===== config.mk =====
export PLATFORM = sky130hd
export DESIGN_NAME = controller_md
export DESIGN_NICKNAME = d
export VERILOG_FILES = /design/src/rtl/controller_md.sv
export SDC_FILE = /design/constraint.sdc
export NUM_CORES = 1
export LEC_CHECK = 0
export CAP_MARGIN = 20
export CORE_AREA = 2 2 53 55
export CTS_BUF_LIST = sky130_fd_sc_hd__clkbuf_8 sky130_fd_sc_hd__clkbuf_16
export CTS_CLUSTER_DIAMETER = 200
export DETAILED_ROUTE_END_ITERATION = 10
export DIE_AREA = 0 0 55 57
export PLACE_DENSITY = 0.8
export SETUP_SLACK_MARGIN = 0.3
export SYNTH_ARGS = -nofsm -noshare
export SYNTH_HDL_FRONTEND = slang
export SYNTH_SLANG_ARGS = --single-unit

===== constraint.sdc =====
create_clock -name clk -period 4.6 [get_ports clk]
set_input_delay 0.92 -clock clk [delete_from_list [all_inputs] [get_ports clk]]
set_output_delay 0.92 -clock clk [all_outputs]
set_load 0.01 [all_outputs]

===== src/rtl/controller_md.sv =====
// Decode-stage controller: RV32I main/ALU decode plus RV32M decode
// and a start/stall/valid sequencer for an external mul/div unit.
module controller_md #(
  parameter bit ENABLE_M  = 1'b1,
  parameter int MUL_LAT   = 2,
  parameter int DIV_LAT   = 32,
  parameter bit FAST_DIV0 = 1'b1
) (
  input  logic       clk,
  input  logic       reset_n,
  input  logic [6:0] op,
  input  logic [2:0] funct3,
  input  logic [6:0] funct7,
  input  logic       validD,
  input  logic       flushD,
  input  logic       divzeroD,
  output logic [2:0] ResultSrcD,
  output logic       RegWriteD,
  output logic       MemWriteD,
  output logic       JumpD,
  output logic       BranchD,
  output logic       ALUSrcD,
  output logic [2:0] ImmSrcD,
  output logic       SrcAsrcD,
  output logic [2:0] funct3D,
  output logic       jumpRegD,
  output logic [3:0] ALUControlD,
  output logic       MDStart,
  output logic [2:0] MDOp,
  output logic       MDBusy,
  output logic       MDAbort,
  output logic       StallFD,
  output logic       MDValidD
);

  localparam int MAXL = (MUL_LAT > DIV_LAT) ? MUL_LAT : DIV_LAT;
  localparam int CW   = $clog2(MAXL) + 1;
  localparam logic [CW-1:0] MUL_CNT = CW'(MUL_LAT - 1);
  localparam logic [CW-1:0] DIV_CNT = CW'(DIV_LAT - 1);

  localparam logic [6:0] OP_LW    = 7'b0000011;
  localparam logic [6:0] OP_SW    = 7'b0100011;
  localparam logic [6:0] OP_R     = 7'b0110011;
  localparam logic [6:0] OP_B     = 7'b1100011;
  localparam logic [6:0] OP_I     = 7'b0010011;
  localparam logic [6:0] OP_JAL   = 7'b1101111;
  localparam logic [6:0] OP_JALR  = 7'b1100111;
  localparam logic [6:0] OP_LUI   = 7'b0110111;
  localparam logic [6:0] OP_AUIPC = 7'b0010111;

  localparam logic [3:0] A_ADD  = 4'd0;
  localparam logic [3:0] A_SUB  = 4'd1;
  localparam logic [3:0] A_AND  = 4'd2;
  localparam logic [3:0] A_OR   = 4'd3;
  localparam logic [3:0] A_XOR  = 4'd4;
  localparam logic [3:0] A_SLT  = 4'd5;
  localparam logic [3:0] A_SLTU = 4'd6;
  localparam logic [3:0] A_SLL  = 4'd7;
  localparam logic [3:0] A_SRL  = 4'd8;
  localparam logic [3:0] A_SRA  = 4'd9;

  typedef enum logic [1:0] {
    IDLE,
    BUSY,
    DONE
  } state_e;

  state_e        state_q;
  logic [CW-1:0] cnt_q;
  logic [2:0]    mdop_q;
  logic          start_q;
  logic          abort_q;

  logic       mdD;
  logic       acceptD;
  logic       div0D;
  logic [1:0] aluop;

  assign mdD     = ENABLE_M && (op == OP_R) && (funct7 == 7'b0000001);
  assign acceptD = validD & mdD & ~flushD;
  assign div0D   = FAST_DIV0 & funct3[2] & divzeroD;
  assign funct3D = funct3;

  always_comb begin
    RegWriteD  = 1'b0;
    ResultSrcD = 3'b000;
    MemWriteD  = 1'b0;
    JumpD      = 1'b0;
    BranchD    = 1'b0;
    ALUSrcD    = 1'b0;
    ImmSrcD    = 3'b000;
    SrcAsrcD   = 1'b0;
    jumpRegD   = 1'b0;
    aluop      = 2'b00;
    unique case (1'b1)
      op == OP_LW: begin
        RegWriteD  = 1'b1;
        ALUSrcD    = 1'b1;
        ResultSrcD = 3'b001;
      end
      op == OP_SW: begin
        MemWriteD = 1'b1;
        ALUSrcD   = 1'b1;
        ImmSrcD   = 3'b001;
      end
      op == OP_R: begin
        RegWriteD = 1'b1;
        aluop     = 2'b10;
      end
      op == OP_B: begin
        BranchD = 1'b1;
        ImmSrcD = 3'b010;
        aluop   = 2'b01;
      end
      op == OP_I: begin
        RegWriteD = 1'b1;
        ALUSrcD   = 1'b1;
        aluop     = 2'b10;
      end
      op == OP_JAL: begin
        RegWriteD  = 1'b1;
        JumpD      = 1'b1;
        ImmSrcD    = 3'b011;
        ResultSrcD = 3'b010;
      end
      op == OP_JALR: begin
        RegWriteD  = 1'b1;
        JumpD      = 1'b1;
        jumpRegD   = 1'b1;
        ALUSrcD    = 1'b1;
        ResultSrcD = 3'b010;
      end
      op == OP_LUI: begin
        RegWriteD  = 1'b1;
        ImmSrcD    = 3'b100;
        ResultSrcD = 3'b011;
      end
      op == OP_AUIPC: begin
        RegWriteD = 1'b1;
        ImmSrcD   = 3'b100;
        ALUSrcD   = 1'b1;
        SrcAsrcD  = 1'b1;
      end
      default: ;
    endcase

    ALUControlD = A_ADD;
    unique case (aluop)
      2'b01: ALUControlD = A_SUB;
      2'b10: begin
        case (funct3)
          3'b000:  ALUControlD = (op[5] & funct7[5]) ? A_SUB : A_ADD;
          3'b001:  ALUControlD = A_SLL;
          3'b010:  ALUControlD = A_SLT;
          3'b011:  ALUControlD = A_SLTU;
          3'b100:  ALUControlD = A_XOR;
          3'b101:  ALUControlD = funct7[5] ? A_SRA : A_SRL;
          3'b110:  ALUControlD = A_OR;
          default: ALUControlD = A_AND;
        endcase
      end
      default: ;
    endcase

    // M ops bypass the ALU; writeback comes from the M unit
    if (mdD) begin
      ResultSrcD  = 3'b100;
      ALUControlD = A_ADD;
    end
  end

  always_ff @(posedge clk) begin
    if (!reset_n) begin
      state_q <= IDLE;
      cnt_q   <= '0;
      mdop_q  <= '0;
      start_q <= 1'b0;
      abort_q <= 1'b0;
    end else begin
      start_q <= 1'b0;
      abort_q <= 1'b0;
      unique case (state_q)
        IDLE: begin
          if (acceptD) begin
            mdop_q <= funct3;
            if (div0D) begin
              state_q <= DONE;
            end else begin
              cnt_q   <= funct3[2] ? DIV_CNT : MUL_CNT;
              state_q <= BUSY;
              start_q <= 1'b1;
            end
          end
        end
        BUSY: begin
          if (flushD) begin
            state_q <= IDLE;
            cnt_q   <= '0;
            abort_q <= 1'b1;
          end else if (cnt_q == '0) begin
            state_q <= DONE;
          end else begin
            cnt_q <= cnt_q - 1'b1;
          end
        end
        DONE: begin
          state_q <= IDLE;
          if (flushD) begin
            cnt_q   <= '0;
            abort_q <= 1'b1;
          end
        end
        default: state_q <= IDLE;
      endcase
    end
  end

  assign MDStart  = start_q;
  assign MDAbort  = abort_q;
  assign MDOp     = mdop_q;
  assign MDBusy   = (state_q == BUSY);
  assign StallFD  = ((state_q == IDLE) & acceptD)
                  | ((state_q == BUSY) & ~flushD);
  assign MDValidD = (state_q == DONE) & ~flushD;

endmodule


# Yosys cells after proc, flatten, opt, wreduce, memory -nomap -nowiden
# Cells that the tools add are included.
# word_totals
register_bits,13
inputBits,22
out_inout_bits,28
word_cells,86
# op_classes
addsub,1
eq_ne,25
mux,30
bitwise_logic,9
n_reduce_logical,16
# ops
cell,n
$mux 6,5
$pmux 4 s7,1
$eq 7x6->1 const B,3
$eq 7x7->1 const B,3
$pmux 6 s3,1
$eq 7x5->1 const B,2
$pmux 3 s4,1
$mux 1,11
$eq 3x3->1 const B,3
$mux 2,4
$pmux 2 s2,2
$pmux 4 s2,1
$reduce_or 2->1,4
$and 1x1->1,7
$eq 7x1->1 const B,1
$eq 7x2->1 const B,1
$reduce_or 7->1,1
$eq 3x2->1 const B,2
$logic_not 6->1,1
$ne 2x2->1 const B,3
$pmux 2 s3,1
$reduce_and 2->1,3
$sub 6x1->6 const B,1
$mux 5,1
16 further kinds,18

# Longest topological paths before layout
# depth
word_depth,6
mapped_depth,8
ltp_nobuf,8

# Worst setup path after synthesis
# No wires, ideal clock.
# synth_path
path_type,input-to-output
start,input port funct7[3]
end,output port StallFD
t_arrival_ps,2337
t_required_ps,3680
setup_slack_ps,1343
path_stages,4
path_buffers,0
path_cell_list,or4b_1 nor4_2 nand3_1 nand2_1
# synth_via
elab_chain_cells,6
# synth_lines
element,line_no,rtl
"start, declared",13,"input logic [6:0] funct7,"
$eq 7x1->1,79,assign mdD = ENABLE_M && (op == OP_R) && (funct7 == 7'b0000001);
$logic_and 1x1->1,79,
named net mdD,74,logic mdD;
$and 1x1->1 (2 in series),80,assign acceptD = validD & mdD & ~flushD;
$and 1x1->1,222,assign StallFD = ((state_q == IDLE) & acceptD)
$or 1x1->1,223,| ((state_q == BUSY) & ~flushD);
"end, declared",32,"output logic StallFD,"
# The timed path passes the listed nets, and every way through them passes these cells.

# Final worst setup path
# layout_path
start,input port op[6]
end,output port StallFD
# layout_via
elab_chain_cells,6
# layout_lines
element,line_no,rtl
"start, declared",11,"input logic [6:0] op,"
$eq 7x6->1,79,
$logic_and 1x1->1,79,
$and 1x1->1 (2 in series),80,
$and 1x1->1,222,
$or 1x1->1,223,
# No other way between the ends.

==> reports/results.txt <==
Yosys reg bits: 13
Synth warn: 0
GPL Wtd Cong: 0.752
Setup bufs post-CTS: 0
Mapped cell area: 1110 um^2
CP required: 3680 ps
# diodes: 0
Inserted Clock Buffers: 3
Vias per inst: 5.44
Top FF cell, synth: dfxtp_1
Share of layout cells above drive strength 1: 9.14%
WS Path Type: primary input to output pin
Die area: 3140 um^2
Async SR Flop Fraction: 0%
Post-synth EDFFs: 0
Mapped Cells: 140
Row count: 19
Vias: 1181
Worst Tran Pin Value: 518 ps
Aggregate global routing overflow: 0
Hold Path Class: flop to flop
Dpl ws: 467 ps
Vias in the first global route: 1126
Global-route wire length before repair: 4.79 mm
Core Area: 2620 um^2
Total DRC errors in the routed layout: 0
Setup ws final: 472 ps
Status: finished, final reports clean
Area Growth Syn to Fin: 49.1%
Largest net degree at the start of global routing: 17
Cell variety after synth: 39
Crit. End Element: output pin
Cell area power density: 312 nW/um^2
First-pass iteration count of the detailed router: 4
Yosys top cell by area: dfxtp_1
Total Wirelength: 2.98 mm
Initial antenna violation count: 0
Clk_lat worst skew: 250 ps
Final hold violations: 0
Worst clock skew: 3.83 ps
Syn_area_per_cell: 7.92 um^2
Sequential fraction of the synthesis area: 23.5%
Peak Freq: 0.242 GHz
Setup Viol. Count Final: 0
Area contributors post-synth: dfxtp_1 (23%), ha_1 (7.9%), nor2b_1 (5.6%)
Root Driver: clkbuf_8
Layout Utilization: 63.2%
Number of port buffers: 49
HPWL Detailed: 2.42 mm
Lkg Pwr: 0.686 nW
WL/cell: 13.7 um
Slew HR: 65.3%
Die height: 57 um
H-tree Lvls: 1
Nets: 216
# hold bufs at CTS: 0
Top Ports: 50
DRT iter0 DRCs: 12
Worst ir drop on vdd: 0.254 mV
Fin crit share: 89.7%
CTS tree: built
GRT Util Overall: 20.1%
Share of the synthesized area in the top cell type: 23.5%
Crit-path max FO: 9
Most common cell after layout, fill and taps aside: clkdlybuf4s50_1
Max Slew Vio Count: 0
Post-route minimum period: 4130 ps
Routed Antenna Nets: 0
Commonest non-fill, non-tap cells in the layout: clkdlybuf4s50_1 (47), nand2_1 (14), dfxtp_1 (13)
Crit path arrival time: 3210 ps
CTS Sinks: 13
Total negative slack: 0 ps
Die Wd: 55 um
CTS max path bufs: 2
Crit start category: primary input
Mapped Nets: 169
Initial Util: 42.4%
RSZ-0062 raised after global routing: no
Clock Pin Slew Worst Setup and Hold Paths: 50 ps
Max cap viols: 0
cell usage after synthesis, types with 2 or more instances:
cell type	number
nand2_1	14
dfxtp_1	13
nor2_1	11
nor2b_1	10
inv_1	8
o21ai_0	8
ha_1	7
nand3_1	7
mux2i_1	5
nor3_1	5
and3_1	4
buf_4	4
clkbuf_1	4
nor3b_1	4
a31oi_1	3
o211a_1	3
xnor2_1	3
a21oi_1	2
buf_6	2
nand2b_1	2
o211ai_1	2
or4_4	2
report_power, final:
part | internal [W] | switching, W
clock network | 0.0000590 | 0.0000419
registers | 0.000133 | 0.0000206
logic | 0.000130 | 0.000132
state kept, by name (all words and copies together), names as in the netlist:
register,cells
MDAbort,1
MDOp,3
MDStart,1
cnt_q,6
state_q,2
what timing repair did:
item / CTS / global route
resized for setup: 0 / 4
hold endpoints to repair: 0 / 0
setup endpoints to repair: 0 / 1
critical path, stage by stage:
cell             delay, ps
clkdlybuf4s50_1        550
or4_4                  600
nor4_2                 190
nand3_1                260
nand2_1                140
clkdlybuf4s50_1        540
through the flow:
step / area (um^2) / std cells / hold slack (ps) / power (W)
after global routing: 1650 / 217 / 532 / 0.000550
after CTS: 1640 / 217 / 523 / 0.000518
after floorplan: 1110 / 140 / 469 / 0.000338
final: 1650 / 217 / 522 / 0.000516
after detailed placement: 1590 / 213 / 510 / 0.000417
after global placement: 1590 / 213 / 490 / 0.000403
final timing paths:
path                                 start        to  slack (ps)  cells past startpoint
worst max-delay path                 op[6]   StallFD         470                      6
worst min-delay path              cnt_q[5]  cnt_q[5]         520                      1
worst max register to register  state_q[0]  cnt_q[3]        2470                      7
worst min register to register    cnt_q[5]  cnt_q[5]         520                      1
final cells by class:
type	instances	area (um^2)
fill	236	962
multi-input combinational	109	761
timing repair buffer	52	518
sequential	13	260
clock buffer	3	41.3
tap	31	38.8
inverter	8	30.0
clock inverter	1	3.75
logic make-up after synthesis:
| kind of cell | count (synthesis) | share of synthesized area (%) |
|---|---|---|
| compound gates | 26 | 17.9 |
| simple gates | 66 | 33.2 |
| buf+inv | 18 | 8.80 |
| flops | 13 | 23.5 |
| xor+xnor | 4 | 3.16 |
| fa+ha+maj | 7 | 7.90 |
| mux | 6 | 5.53 |
layer usage:
| layer | share of wire [%] | wire (um) | vias up | track usage [%] |
|---|---|---|---|---|
| li1 | - | - | 588 | - |
| met1 | 38 | 1130 | 550 | 21.9 |
| met2 | 53 | 1570 | 38 | 37.9 |
| met3 | 8.2 | 244 | 5 | 3.66 |
| met4 | 1.2 | 36 | 0 | 5.23 |
| met5 | 0 | 0 | - | 0 |
(Power assumes the default switching activity.)
